===== config.mk =====
export PLATFORM = sky130hd
export DESIGN_NAME = mdc_secuenciador_preparacion
export DESIGN_NICKNAME = d
export VERILOG_FILES = /design/src/rtl/mdc_secuenciador_preparacion.sv
export SDC_FILE = /design/constraint.sdc
export NUM_CORES = 1
export LEC_CHECK = 0
export BUFFER_PORTS_ARGS = -buffer_cell sky130_fd_sc_hd__buf_4
export CAP_MARGIN = 20
export CORE_ASPECT_RATIO = 0.7
export CORE_MARGIN = 1.5
export CORE_UTILIZATION = 50
export DETAILED_ROUTE_END_ITERATION = 10
export GPL_ROUTABILITY_DRIVEN = 0
export PLACE_DENSITY_LB_ADDON = 0.2
export SYNTH_ARGS = -nofsm -noshare
export SYNTH_HDL_FRONTEND = slang
export SYNTH_SLANG_ARGS = --single-unit
export TNS_END_PERCENT = 5

===== constraint.sdc =====
create_clock -name clk -period 2.55 [get_ports clk]
set_input_delay 0.51 -clock clk [delete_from_list [all_inputs] [get_ports clk]]
set_output_delay 0.51 -clock clk [all_outputs]
set_load 0.05 [all_outputs]

===== src/rtl/mdc_secuenciador_preparacion.sv =====
// Brew sequencer: supply check, heat, grind, brew, drip-out, fault report.
// Define MDC_CONTADOR_TAZAS_EN to add the saturating served-cups counter.
module mdc_secuenciador_preparacion #(
  parameter int CNT_W        = 8,
  parameter int HEAT_TIMEOUT = 64,
  parameter int GRIND_CYCLES = 8,
  parameter int BREW_CAFE    = 16,
  parameter int BREW_OTRO    = 12,
  parameter int DRIP_CYCLES  = 4
) (
  input  logic       clk,
  input  logic       rst,
  input  logic       start,
  input  logic       sel,
  input  logic       ha,
  input  logic       hc,
  input  logic       temp_ok,
  input  logic       abort,
  input  logic       fault_clr,
  output logic       heater_en,
  output logic       grinder_en,
  output logic       pump_en,
  output logic       busy,
  output logic       done,
  output logic       fault,
  output logic [1:0] fault_code
`ifdef MDC_CONTADOR_TAZAS_EN
  ,
  output logic [15:0] tazas
`endif
);

  typedef enum logic [2:0] {
    S_IDLE,
    S_CHECK,
    S_HEAT,
    S_GRIND,
    S_BREW,
    S_DRIP,
    S_DONE,
    S_FAULT
  } state_t;

  localparam logic [1:0] C_NONE  = 2'b00;
  localparam logic [1:0] C_WATER = 2'b01;
  localparam logic [1:0] C_CAFE  = 2'b10;
  localparam logic [1:0] C_HEAT  = 2'b11;

  localparam logic [CNT_W-1:0] HEAT_LAST  = CNT_W'(HEAT_TIMEOUT - 1);
  localparam logic [CNT_W-1:0] GRIND_LAST = CNT_W'(GRIND_CYCLES - 1);
  localparam logic [CNT_W-1:0] CAFE_LAST  = CNT_W'(BREW_CAFE - 1);
  localparam logic [CNT_W-1:0] OTRO_LAST  = CNT_W'(BREW_OTRO - 1);
  localparam logic [CNT_W-1:0] DRIP_LAST  = CNT_W'(DRIP_CYCLES - 1);
  localparam logic [CNT_W-1:0] CNT_MAX    = '1;

  state_t           st;
  state_t           nxt;
  logic [CNT_W-1:0] cnt;
  logic             sel_q;
  logic [1:0]       code_nxt;
  logic [CNT_W-1:0] brew_last;
  logic             timed;

  assign brew_last = sel_q ? OTRO_LAST : CAFE_LAST;

  // Only the timed phases advance the counter.
  assign timed = (st == S_HEAT) || (st == S_GRIND) ||
                 (st == S_BREW) || (st == S_DRIP);

  always_comb begin
    nxt      = st;
    code_nxt = fault_code;
    unique case (st)
      S_IDLE: begin
        if (start) nxt = S_CHECK;
      end
      S_CHECK: begin
        if (abort) begin
          nxt = S_IDLE;
        end else if (!ha) begin
          nxt      = S_FAULT;
          code_nxt = C_WATER;
        end else if (!sel_q && !hc) begin
          nxt      = S_FAULT;
          code_nxt = C_CAFE;
        end else begin
          nxt = S_HEAT;
        end
      end
      S_HEAT: begin
        if (abort) begin
          nxt = S_IDLE;
        end else if (temp_ok) begin
          nxt = sel_q ? S_BREW : S_GRIND;
        end else if (cnt == HEAT_LAST) begin
          nxt      = S_FAULT;
          code_nxt = C_HEAT;
        end
      end
      S_GRIND: begin
        if (abort) nxt = S_IDLE;
        else if (cnt == GRIND_LAST) nxt = S_BREW;
      end
      S_BREW: begin
        // Losing water mid-brew outranks the end of the pump phase.
        if (abort) begin
          nxt = S_IDLE;
        end else if (!ha) begin
          nxt      = S_FAULT;
          code_nxt = C_WATER;
        end else if (cnt == brew_last) begin
          nxt = S_DRIP;
        end
      end
      S_DRIP: begin
        if (abort) nxt = S_IDLE;
        else if (cnt == DRIP_LAST) nxt = S_DONE;
      end
      S_DONE: begin
        nxt = S_IDLE;
      end
      S_FAULT: begin
        if (fault_clr) begin
          nxt      = S_IDLE;
          code_nxt = C_NONE;
        end
      end
      default: begin
        nxt      = S_IDLE;
        code_nxt = C_NONE;
      end
    endcase
  end

  always_ff @(posedge clk) begin
    if (!rst) begin
      st         <= S_IDLE;
      cnt        <= '0;
      sel_q      <= 1'b0;
      heater_en  <= 1'b0;
      grinder_en <= 1'b0;
      pump_en    <= 1'b0;
      busy       <= 1'b0;
      done       <= 1'b0;
      fault      <= 1'b0;
      fault_code <= C_NONE;
    end else begin
      st <= nxt;
      if (nxt != st) cnt <= '0;
      else if (timed && cnt != CNT_MAX) cnt <= cnt + 1'b1;
      if (st == S_IDLE && start) sel_q <= sel;
      heater_en  <= (nxt == S_HEAT) || (nxt == S_GRIND) ||
                    (nxt == S_BREW);
      grinder_en <= (nxt == S_GRIND);
      pump_en    <= (nxt == S_BREW);
      busy       <= (nxt != S_IDLE) && (nxt != S_FAULT);
      done       <= (nxt == S_DONE);
      fault      <= (nxt == S_FAULT);
      fault_code <= code_nxt;
    end
  end

`ifdef MDC_CONTADOR_TAZAS_EN
  always_ff @(posedge clk) begin
    if (!rst) begin
      tazas <= '0;
    end else if (nxt == S_DONE && st != S_DONE && tazas != 16'hFFFF) begin
      tazas <= tazas + 16'd1;
    end
  end
`endif

endmodule


# After elaboration in Yosys (flattened, before gate mapping)
# Index checks and enable logic that the tools add are counted.
# word_totals
output_inout_bits,8
word_cells,83
inputBits,9
ff_bits,20
# classes
reduce_logical,16
eq_ne,27
add_sub_neg,1
mux,28
bitwise,1
# ops
cell,count
3-bit 2-to-1 mux,17
3-bit case mux with 8 select lines,1
3-bit equality test (second input constant),7
2-bit 2-to-1 mux,9
3-bit by 2-bit equality test with 1-bit output (second input constant),4
2-bit != test (second input constant),6
9-bit AND reduction,1
8-bit by 1-bit adder with 8-bit output (second input constant),1
8-bit by 2-bit equality test with 1-bit output (second input constant),1
8-bit by 3-bit equality test with 1-bit output (second input constant),1
8-bit by 4-bit equality test with 1-bit output,1
8-bit by 6-bit equality test with 1-bit output (second input constant),1
8-bit != test (second input constant),1
2-bit case mux with 4 select lines,1
3-bit != test (second input constant),2
1-bit logical OR,5
1-bit logical AND,4
4-bit nonzero test,1
3-bit by 1-bit equality test with 1-bit output (second input constant),1
3-bit logical NOT,1
3-bit != test,1
3-bit nonzero test,1
1-bit logical NOT,2
2-bit by 1-bit != test with 1-bit output (second input constant),1
2 further kinds,2

# Logic depth before layout (Yosys ltp)
# Gate-level depths: netlist (run 1).
# logic_depth
depth_word,9
depth_mapped,9
mapped_depth_nobuf,7

# Worst setup path before layout (run 1)
# No wires, ideal clock.
# synth_timing
path_kind,input port to flip-flop
startpoint,input port abort
endpoint,register heater_en
required_time_ns,2.435
arrival_time_ns,1.774
path_slack_ns,0.660
cell_stages,7
setup_time_ns,0.115
n_path_buf,1
cell_sequence,buf_2 nor2_1 a31o_1 a41o_1 or2_4 and4_4 a31o_1
# synth_via
elab_chain_cells,5
# synth_lines
element,line,rtl
from (decl),18,"input logic abort,"
"3-bit 2-to-1 mux, on equally long branches",--,
3-bit case mux with 8 select lines (*),73,unique case (st)
3-bit by 2-bit equality test with 1-bit output,152,heater_en <= (nxt == S_HEAT) || (nxt == S_GRIND) ||
1-bit logical OR,152,
1-bit logical OR (*),152,
to (signal assigned),152,
to (decl),20,"output logic heater_en,"
# Every way passes the cells marked *; elsewhere a longest branch is shown, timed or not.
# A chain may end at the register's enable or synchronous reset.

# Worst setup path after layout (run 1)
# layout_timing
startpoint,register st[2]
endpoint,register cnt[7]
# layout_via
elab_chain_cells,6
# layout_lines
element,line,rtl
from (decl),56,state_t st;
from (signal assigned),148,st <= nxt;
"3-bit 2-to-1 mux, on equally long branches","111, 95",
"3-bit 2-to-1 mux, on equally long branches","108, 93",
"3-bit 2-to-1 mux, on equally long branches","106, 91",
3-bit case mux with 8 select lines,73,
3-bit != test,149,if (nxt != st) cnt <= '0;
2-bit OR reduction (no source line),--,
to (signal assigned),150,else if (timed && cnt != CNT_MAX) cnt <= cnt + 1'b1;
to (decl),58,logic [CNT_W-1:0] cnt;
# Several ways; a longest one is shown, not always the timed one.

==> results.sh, run 1 <==
export IMPL_status="completed"
export IMPL_peakVddDrop_v=0.0004396
export IMPL_cp_top_family="compound AO/OA/AOI/OAI gates"
export IMPL_synth_xor_area_share_pct=5.812
export IMPL_post_cts_repair_setup_buffers=0
export IMPL_startpoint="st[2]"
export IMPL_grt_pass1_vias=1000
export IMPL_synth_top_family_by_area="simple AND/OR/NAND/NOR gates"
export IMPL_regArea_um2=400.4
export IMPL_final_core_util_pct=60.15
export IMPL_fmax_mhz=443.2
export IMPL_slew_headroom_pct=53.21
export IMPL_rsz0062_at_grt="no"
export IMPL_clkSlewWorstSetupHoldPaths_ps=80
export IMPL_crit_fanout=20
export IMPL_use_met1_pct=30.98
export IMPL_antenna_found_initial=0
export IMPL_start_util_pct=53.93
export IMPL_syn_nets=168
export IMPL_reg2reg_from="st[2]"
export IMPL_hold_buffers=0
export IMPL_cts_tree="yes"
export IMPL_cts_resized_gates=0
export IMPL_hold_viol_final=0
export IMPL_port_buffers=16
export IMPL_synth_compound_area_share_pct=20.39
export IMPL_grt_max_degree=21
export IMPL_synthMuxAreaShare_pct=0.7380
export IMPL_syn_area_per_cell_um2=8.639
export IMPL_min_delay_start="sel"
export IMPL_cts_max_path_buffers=2
export IMPL_crit_required_ps=2660
export IMPL_finalCritPeriodShare_pct=88.47
export IMPL_power_density_nw_per_um2=535.4
export IMPL_crit_slowest_cell="dfxtp_1"
export IMPL_fin_crit_ps=2256
export IMPL_initialDrtViolationCount=78
export IMPL_clock_sinks=20
export IMPL_grtUsageMet2_pct=31.43
export IMPL_critical_path_class="reg -> reg"
export IMPL_p_total_mw=0.8099
export IMPL_endpoint_kind="flop"
export IMPL_hold_path_class="in -> reg"
export IMPL_routed_wl_um=3021
export IMPL_clockRootBuffer="clkbuf_8"
export IMPL_synth_edf_count=0
export IMPL_wire_per_inst_um=15.11
export IMPL_dp_hpwl_um=2133
export IMPL_worstMarginPinSlew_ps=701.1
export IMPL_setup_viol=0
export IMPL_die_w_um=65.25
export IMPL_drtAntennaViolNets=0
export IMPL_synth_fa_ha_area_share_pct=1.845
export IMPL_cts_buffers=3
export IMPL_ys_ff_latch=20
export IMPL_skew_ps=1.864
export IMPL_syn_area_um2=1356
export IMPL_rrSetupSlack_ps=290
export IMPL_yosysSeqAreaShare_pct=29.52
export IMPL_nets=178
export IMPL_synthSimpleGateAreaFrac_pct=33.49
export IMPL_multi_input_area_um2=844.6
export IMPL_met3_usage_pct=5.379
export IMPL_n_fill_cell=243
export IMPL_fin_area_um2=1513
export IMPL_gr_usage_all_layers_pct=21.43
export IMPL_grt_first_pass_wirelength_um=4885
export IMPL_io_pins=17
export IMPL_drc_errors=0
export IMPL_slew_viol_final=0
export IMPL_die_y_um=46.58
export IMPL_area_growth_pct=11.53
export IMPL_synth_ff_type="dfxtp_1"
export IMPL_clk_latency_ps=260
export IMPL_yosys_warnings=0
export IMPL_p_leak_nw=0.6426
export IMPL_top_usage_layer="met2"
export IMPL_die_area_um2=3039
export IMPL_drive_above_1_share_pct=19.28
export IMPL_ctsHtreeMaxLevel=1
export IMPL_firstDrtPassIters=4
export IMPL_post_dp_cell_area_um2=1441
export IMPL_routed_via_density=5.950
export IMPL_num_vias=1190
export IMPL_grt_overflow=0
export IMPL_yosysUniqueCellTypes=53
export IMPL_synth_async_reset_ratio_pct=0
export IMPL_cp_start_kind="flop"
export IMPL_row_count=15
export IMPL_crit_buf_inv=0
export IMPL_arrival_ps=2370
export IMPL_cap_viol_max_count=0
export IMPL_path_cells="nor2_1 > a31o_1 > a41o_1 > o21a_1 > o21ai_2 > nor3_1"
export IMPL_tns_ps=0
export IMPL_critPathMaxStageDelay_ps=750
export IMPL_coreArea_um2=2515
export IMPL_num_antenna_cells=0
export IMPL_synthesis_instances=157
## worst min-delay path, stage by stage
cell and delay (ps):
buf_4 110, nand2_1 50, a21oi_1 50
## path summary, 6_finish.rpt
check / cells after the start / end
worst min register to register: 2 / fault_code[0]
worst min-delay path: 3 / sel_q
worst max register to register: 6 / cnt[7]
worst max-delay path: 6 / cnt[7]
## routing by layer
| metal | vias up | wire length, µm | share of wire (%) |
|---|---|---|---|
| li1 | 591 | - | - |
| met1 | 561 | 1518 | 50 |
| met2 | 36 | 1273 | 42 |
| met3 | 2 | 208 | 6.9 |
| met4 | 0 | 22 | 0.73 |
| met5 | - | 0 | 0 |
## metrics by stage
stage	instances	hold slack [ps]	setup slack, ps
final	200	499.2	293.9
after global placement	196	485.5	478.9
after detailed placement	196	490.2	391.3
after CTS	200	494.0	352.3
after floorplan	157	494.3	660.1
after global routing	200	507.1	160.5
## cell families after synthesis
| family | after synthesis |
|---|---|
| AND/OR/NAND/NOR | 74 |
| AO/OA/AOI/OAI | 33 |
| flip-flops | 20 |
| buffers and inverters | 18 |
| XOR/XNOR | 9 |
| adder cells (fa/ha/maj) | 2 |
| multiplexers | 1 |
## synth_stat cells (all sizes together), types with 4 or more instances
| library cell | instances | share of area [%] |
|---|---|---|
| dfxtp | 20 | 30 |
| nor3 | 15 | 5.5 |
| buf | 12 | 6.5 |
| nand2 | 10 | 2.8 |
| nor2 | 10 | 2.8 |
| and3 | 6 | 2.8 |
| o21ai | 6 | 2.5 |
| inv | 5 | 1.4 |
| xor2 | 5 | 3.2 |
| a21oi | 4 | 1.5 |
| nand3 | 4 | 1.5 |
| nand3b | 4 | 2.2 |
| nand4 | 4 | 1.8 |
| nor2b | 4 | 1.8 |
| xnor2 | 4 | 2.6 |
## power breakdown
group	internal (mW)	leakage (nW)	switching, mW	total (mW)
clock network	0.210	0.0357	0.111	0.321
registers	0.324	0.162	0.0200	0.344
logic	0.0560	0.445	0.0893	0.145
total	0.589	0.643	0.221	0.810
## registers in the layout (all words and copies together), names as in the netlist
signal      count
grinder_en      1
pump_en         1
fault_code      2
st              3
heater_en       1
busy            1
done            1
cnt             8
sel_q           1
fault           1
## layout make-up
type	count	share of cell area (%)
multi-input cells	119	55.83
flip-flops and latches	20	26.47
repair buffers	18	8.933
well taps	34	2.812
clock buffers	3	2.730
clock inverters	1	1.985
inverters	5	1.241
## placed cells by master, fill, tap and decap left out, types with 5 or more instances in the layout
cell type,instances
inv_1,5
nor2_1,10
and3_1,6
dfxtp_1,20
buf_4,18
nand2_1,10
o21ai_0,5
nor3_1,15
xor2_1,5
Power figures use the tool's default switching activity.
==> run 2: changes to the inputs <==
==> constraint.sdc (replaced) <==
create_clock -name clk -period 2.55 [get_ports clk]
set_input_delay 0.255 -clock clk [delete_from_list [all_inputs] [get_ports clk]]
set_output_delay 0.255 -clock clk [all_outputs]
set_load 0.05 [all_outputs]
==> results.sh, run 2 (synthesized netlist as in run 1, its figures left out) <==
export IMPL_slew_viol_final=0
export IMPL_setup_viol=0
export IMPL_start_util_pct=53.93
export IMPL_hold_path_class="in -> reg"
export IMPL_cts_buffers=3
export IMPL_peakVddDrop_v=0.0003340
export IMPL_io_pins=17
export IMPL_port_buffers=16
export IMPL_fin_cells=200
export IMPL_antenna_found_initial=0
export IMPL_gr_usage_all_layers_pct=22.10
export IMPL_routed_via_density=5.960
export IMPL_top_usage_layer="met2"
export IMPL_crit_required_ps=2670
export IMPL_internal_power_mw=0.5892
export IMPL_power_density_nw_per_um2=538.4
export IMPL_clock_sinks=20
export IMPL_critPathMaxStageDelay_ps=720
export IMPL_row_count=15
export IMPL_tns_ps=0
export IMPL_nets=178
export IMPL_die_area_um2=3039
export IMPL_crit_slowest_cell="dfxtp_1"
export IMPL_area_growth_pct=11.53
export IMPL_met3_usage_pct=4.401
export IMPL_drive_above_1_share_pct=19.28
export IMPL_hold_viol_final=0
export IMPL_clkSlewWorstSetupHoldPaths_ps=80
export IMPL_p_seq_share_pct=42.1
export IMPL_fin_area_um2=1513
export IMPL_num_vias=1192
export IMPL_firstDrtPassIters=4
export IMPL_post_dp_cell_area_um2=1441
export IMPL_wire_per_inst_um=15.22
export IMPL_pwr_share_clk_pct=39.9
export IMPL_routed_wl_um=3043
export IMPL_worstMarginPinSlew_ps=734.0
export IMPL_endpoint_kind="flop"
export IMPL_arrival_ps=2310
export IMPL_critical_path_class="reg -> reg"
export IMPL_final_core_util_pct=60.15
export IMPL_dp_hpwl_um=2155
export IMPL_final_common_cell="dfxtp_1"
export IMPL_post_cts_repair_setup_buffers=0
export IMPL_p_switching_mw=0.2253
export IMPL_die_y_um=46.58
export IMPL_initialDrtViolationCount=81
export IMPL_coreArea_um2=2515
export IMPL_skew_ps=5.150
export IMPL_largest_register_ffs=8
export IMPL_hold_buffers=0
export IMPL_swShare_pct=27.66
export IMPL_status="completed"
export IMPL_whs_path_depth=3
export IMPL_cp_start_kind="flop"
export IMPL_crit_fanout=20
export IMPL_die_w_um=65.25
export IMPL_drtAntennaViolNets=0
export IMPL_use_met1_pct=31.27
export IMPL_fmax_mhz=456.0
export IMPL_n_fill_cell=241
export IMPL_cts_resized_gates=0
export IMPL_rsz0062_at_grt="no"
export IMPL_grt_max_degree=21
export IMPL_final_cell_mix="20 x dfxtp_1, 18 x buf_4, 15 x nor3_1"
export IMPL_slew_headroom_pct=51.02
export IMPL_cts_tree="yes"
export IMPL_cts_max_path_buffers=2
export IMPL_num_antenna_cells=0
export IMPL_grtUsageMet2_pct=34.49
export IMPL_cap_viol_max_count=0
export IMPL_largest_register="cnt"
export IMPL_grt_overflow=0
export IMPL_grt_first_pass_wirelength_um=5016
export IMPL_finalCritPeriodShare_pct=86.00
export IMPL_ctsHtreeMaxLevel=1
export IMPL_grt_pass1_vias=1035
export IMPL_path_cells="nor2_1 > a31o_1 > a41o_1 > o21a_1 > o21ai_2 > nor3_1"
export IMPL_p_leak_nw=0.6426
export IMPL_place_inst=196
export IMPL_drc_errors=0
export IMPL_worstRegToRegCells=6
export IMPL_clockRootBuffer="clkbuf_8"
export IMPL_clk_latency_ps=260
export IMPL_top_regs="cnt x8, st x3, fault_code x2"
export IMPL_p_comb_share_pct=18.0
export IMPL_fin_crit_ps=2193
-- run 2: cell type report --
| cell class | instances | area (µm²) | area share (%) |
|---|---|---|---|
| Inverter | 5 | 18.77 | 1.241 |
| Timing Repair Buffer | 18 | 135.1 | 8.933 |
| Clock inverter | 1 | 30.03 | 1.985 |
| Tap cell | 34 | 42.54 | 2.812 |
| Multi-Input combinational cell | 119 | 844.6 | 55.83 |
| Sequential cell | 20 | 400.4 | 26.47 |
| Clock buffer | 3 | 41.29 | 2.730 |
-- run 2: worst max-delay path: cells and delay by family, from the launching register on --
| kind | cells | cell delay (ps) |
|---|---|---|
| flops | 1 | 720 |
| simple gates | 2 | 300 |
| compound gates | 4 | 1030 |
-- run 2: power by group through the flow --
stage / Sequential, mW / Clock (mW) / Combinational [mW]
floorplan: 0.359 / 0 / 0.100
global placement: 0.350 / 0 / 0.143
detailed placement: 0.349 / 0 / 0.144
CTS: 0.342 / 0.329 / 0.146
global route: 0.345 / 0.339 / 0.161
finish: 0.343 / 0.325 / 0.147
-- run 2: path summary, 6_finish.rpt --
path | startpoint | to | slack [ps]
setup reg to reg | st[2] | cnt[5] | 360
hold / removal | sel | sel_q | 230
hold reg to reg | fault_code[0] | fault_code[0] | 510
setup / recovery | st[2] | cnt[5] | 360
-- run 2: per-layer routing --
layer  wire length, µm  vias up
met4                33        0
met2              1273       44
met5                 0        -
met1              1533      548
li1                  -      595
met3               202        5
-- run 2: through the flow --
step	power (mW)	setup slack, ps	hold slack, ps
after floorplan	0.4589	701.7	389.1
after global placement	0.4924	476.8	485.9
after detailed placement	0.4936	408.2	492.9
after CTS	0.8176	395.0	231.5
after global routing	0.8453	125.5	244.7
final	0.8145	356.9	229.9
==> run 3: changes to the inputs <==
Settings changed: CELL_PAD_IN_SITES_DETAIL_PLACEMENT set to 1, CELL_PAD_IN_SITES_GLOBAL_PLACEMENT set to 1, CORE_UTILIZATION 50 to 43.
==> results.sh, run 3 (synthesized netlist as in run 1, its figures left out) <==
export IMPL_cp_start_kind="flop"
export IMPL_p_leak_nw=0.6426
export IMPL_die_area_um2=3506
export IMPL_setup_viol=0
export IMPL_critPathMaxStageDelay_ps=740
export IMPL_status="completed"
export IMPL_tns_ps=0
export IMPL_routed_via_density=5.995
export IMPL_dp_hpwl_um=2629
export IMPL_clockRootBuffer="clkbuf_8"
export IMPL_drc_errors=0
export IMPL_ctsHtreeMaxLevel=1
export IMPL_final_core_util_pct=52.20
export IMPL_hold_viol_final=0
export IMPL_finalCritPeriodShare_pct=90.24
export IMPL_setup_slack_ps=248.9
export IMPL_antenna_found_initial=0
export IMPL_cts_tree="yes"
export IMPL_largest_register="cnt"
export IMPL_fmax_mhz=434.6
export IMPL_place_inst=198
export IMPL_hold_buffers=0
export IMPL_gr_usage_all_layers_pct=22.58
export IMPL_hold_path_class="in -> reg"
export IMPL_hold_ws_ps=230.4
export IMPL_grt_overflow=0
export IMPL_largest_register_ffs=8
export IMPL_num_vias=1211
export IMPL_cap_viol_max_count=0
export IMPL_slew_viol_final=0
export IMPL_arrival_ps=2420
export IMPL_pre_cts_slack_ps=316.4
export IMPL_port_buffers=16
export IMPL_start_util_pct=46.72
export IMPL_power_density_nw_per_um2=541.3
export IMPL_wire_per_inst_um=18.14
export IMPL_initialDrtViolationCount=66
export IMPL_worstMarginPinSlew_ps=767.7
export IMPL_top_regs="cnt x8, st x3, fault_code x2"
export IMPL_coreArea_um2=2903
export IMPL_cts_buffers=3
export IMPL_crit_required_ps=2670
export IMPL_cts_max_path_buffers=2
export IMPL_die_w_um=70.13
export IMPL_critical_path_class="reg -> reg"
export IMPL_nets=178
export IMPL_fin_cells=202
export IMPL_final_cell_mix="20 x dfxtp_1, 18 x buf_4, 15 x nor3_1"
export IMPL_num_antenna_cells=0
export IMPL_crit_slowest_cell="dfxtp_1"
export IMPL_clk_latency_ps=260
export IMPL_firstDrtPassIters=4
export IMPL_row_count=16
export IMPL_clkSlewWorstSetupHoldPaths_ps=80
export IMPL_crit_fanout=20
export IMPL_clock_sinks=20
export IMPL_cts_resized_gates=0
export IMPL_path_cells="nor2_1 > a31o_1 > a41o_1 > o21a_1 > o21ai_2 > nor3_1"
export IMPL_post_cts_repair_setup_buffers=0
export IMPL_fin_crit_ps=2301
export IMPL_drtAntennaViolNets=0
export IMPL_routed_wl_um=3665
export IMPL_rsz0062_at_grt="no"
export IMPL_grt_pass1_vias=1223
export IMPL_skew_ps=5.703
export IMPL_endpoint_kind="flop"
export IMPL_grt_first_pass_wirelength_um=6154
export IMPL_die_y_um=49.99
export IMPL_area_growth_pct=11.72
export IMPL_drive_above_1_share_pct=19.28
export IMPL_peakVddDrop_v=0.0003872
export IMPL_slew_headroom_pct=48.77
export IMPL_final_common_cell="dfxtp_1"
export IMPL_grt_max_degree=21
export IMPL_io_pins=17
==> run 3: cell counts in the layout (fill, tap and decap cells not counted) <==
No cell type changed its count.
==> run 3: layout make-up <==
class	instances	area, µm²
clock inverter	1	30.03
inverter	5	18.77
timing repair buffer	18	135.1
clock buffer	3	41.29
sequential	20	400.4
multi-input combinational	119	844.6
tap	36	45.04
fill	337	1388
==> run 3: worst max-delay path, delay by kind of cell (launching register included) <==
family	cells	cell delay (ps)
compound gates	4	1070
simple gates	2	330
flops	1	740
==> run 3: final timing paths <==
kind	startpoint	endpoint	slack, ps	cells past startpoint
worst max-delay path	st[2]	cnt[3]	250	6
worst min register to register	fault_code[1]	fault_code[1]	500	2
worst max register to register	st[2]	cnt[3]	250	6
worst min-delay path	sel	sel_q	230	3
==> run 3: report_power, final <==
| part | switching, mW | total (mW) | internal, mW |
|---|---|---|---|
| Sequential | 0.0209 | 0.344 | 0.324 |
| Combinational | 0.0947 | 0.151 | 0.0560 |
| Clock | 0.115 | 0.325 | 0.210 |
==> run 3: through the flow <==
stage	cell area, µm²	total power [mW]
2_1_floorplan	1356	0.4589
3_3_place_gp	1444	0.4943
3_5_place_dp	1444	0.4988
4_1_cts	1515	0.8310
5_1_grt	1515	0.8608
6_report	1515	0.8201
==> run 3: per-layer routing <==
layer	share of wire, %	GRT usage [%]	routed length [µm]	vias to the layer above
li1	-	-	-	596
met1	50	31.27	1836	580
met2	45	36.51	1633	31
met3	4.6	5.317	169	4
met4	0.68	3.526	25	0
met5	0	0	0	-
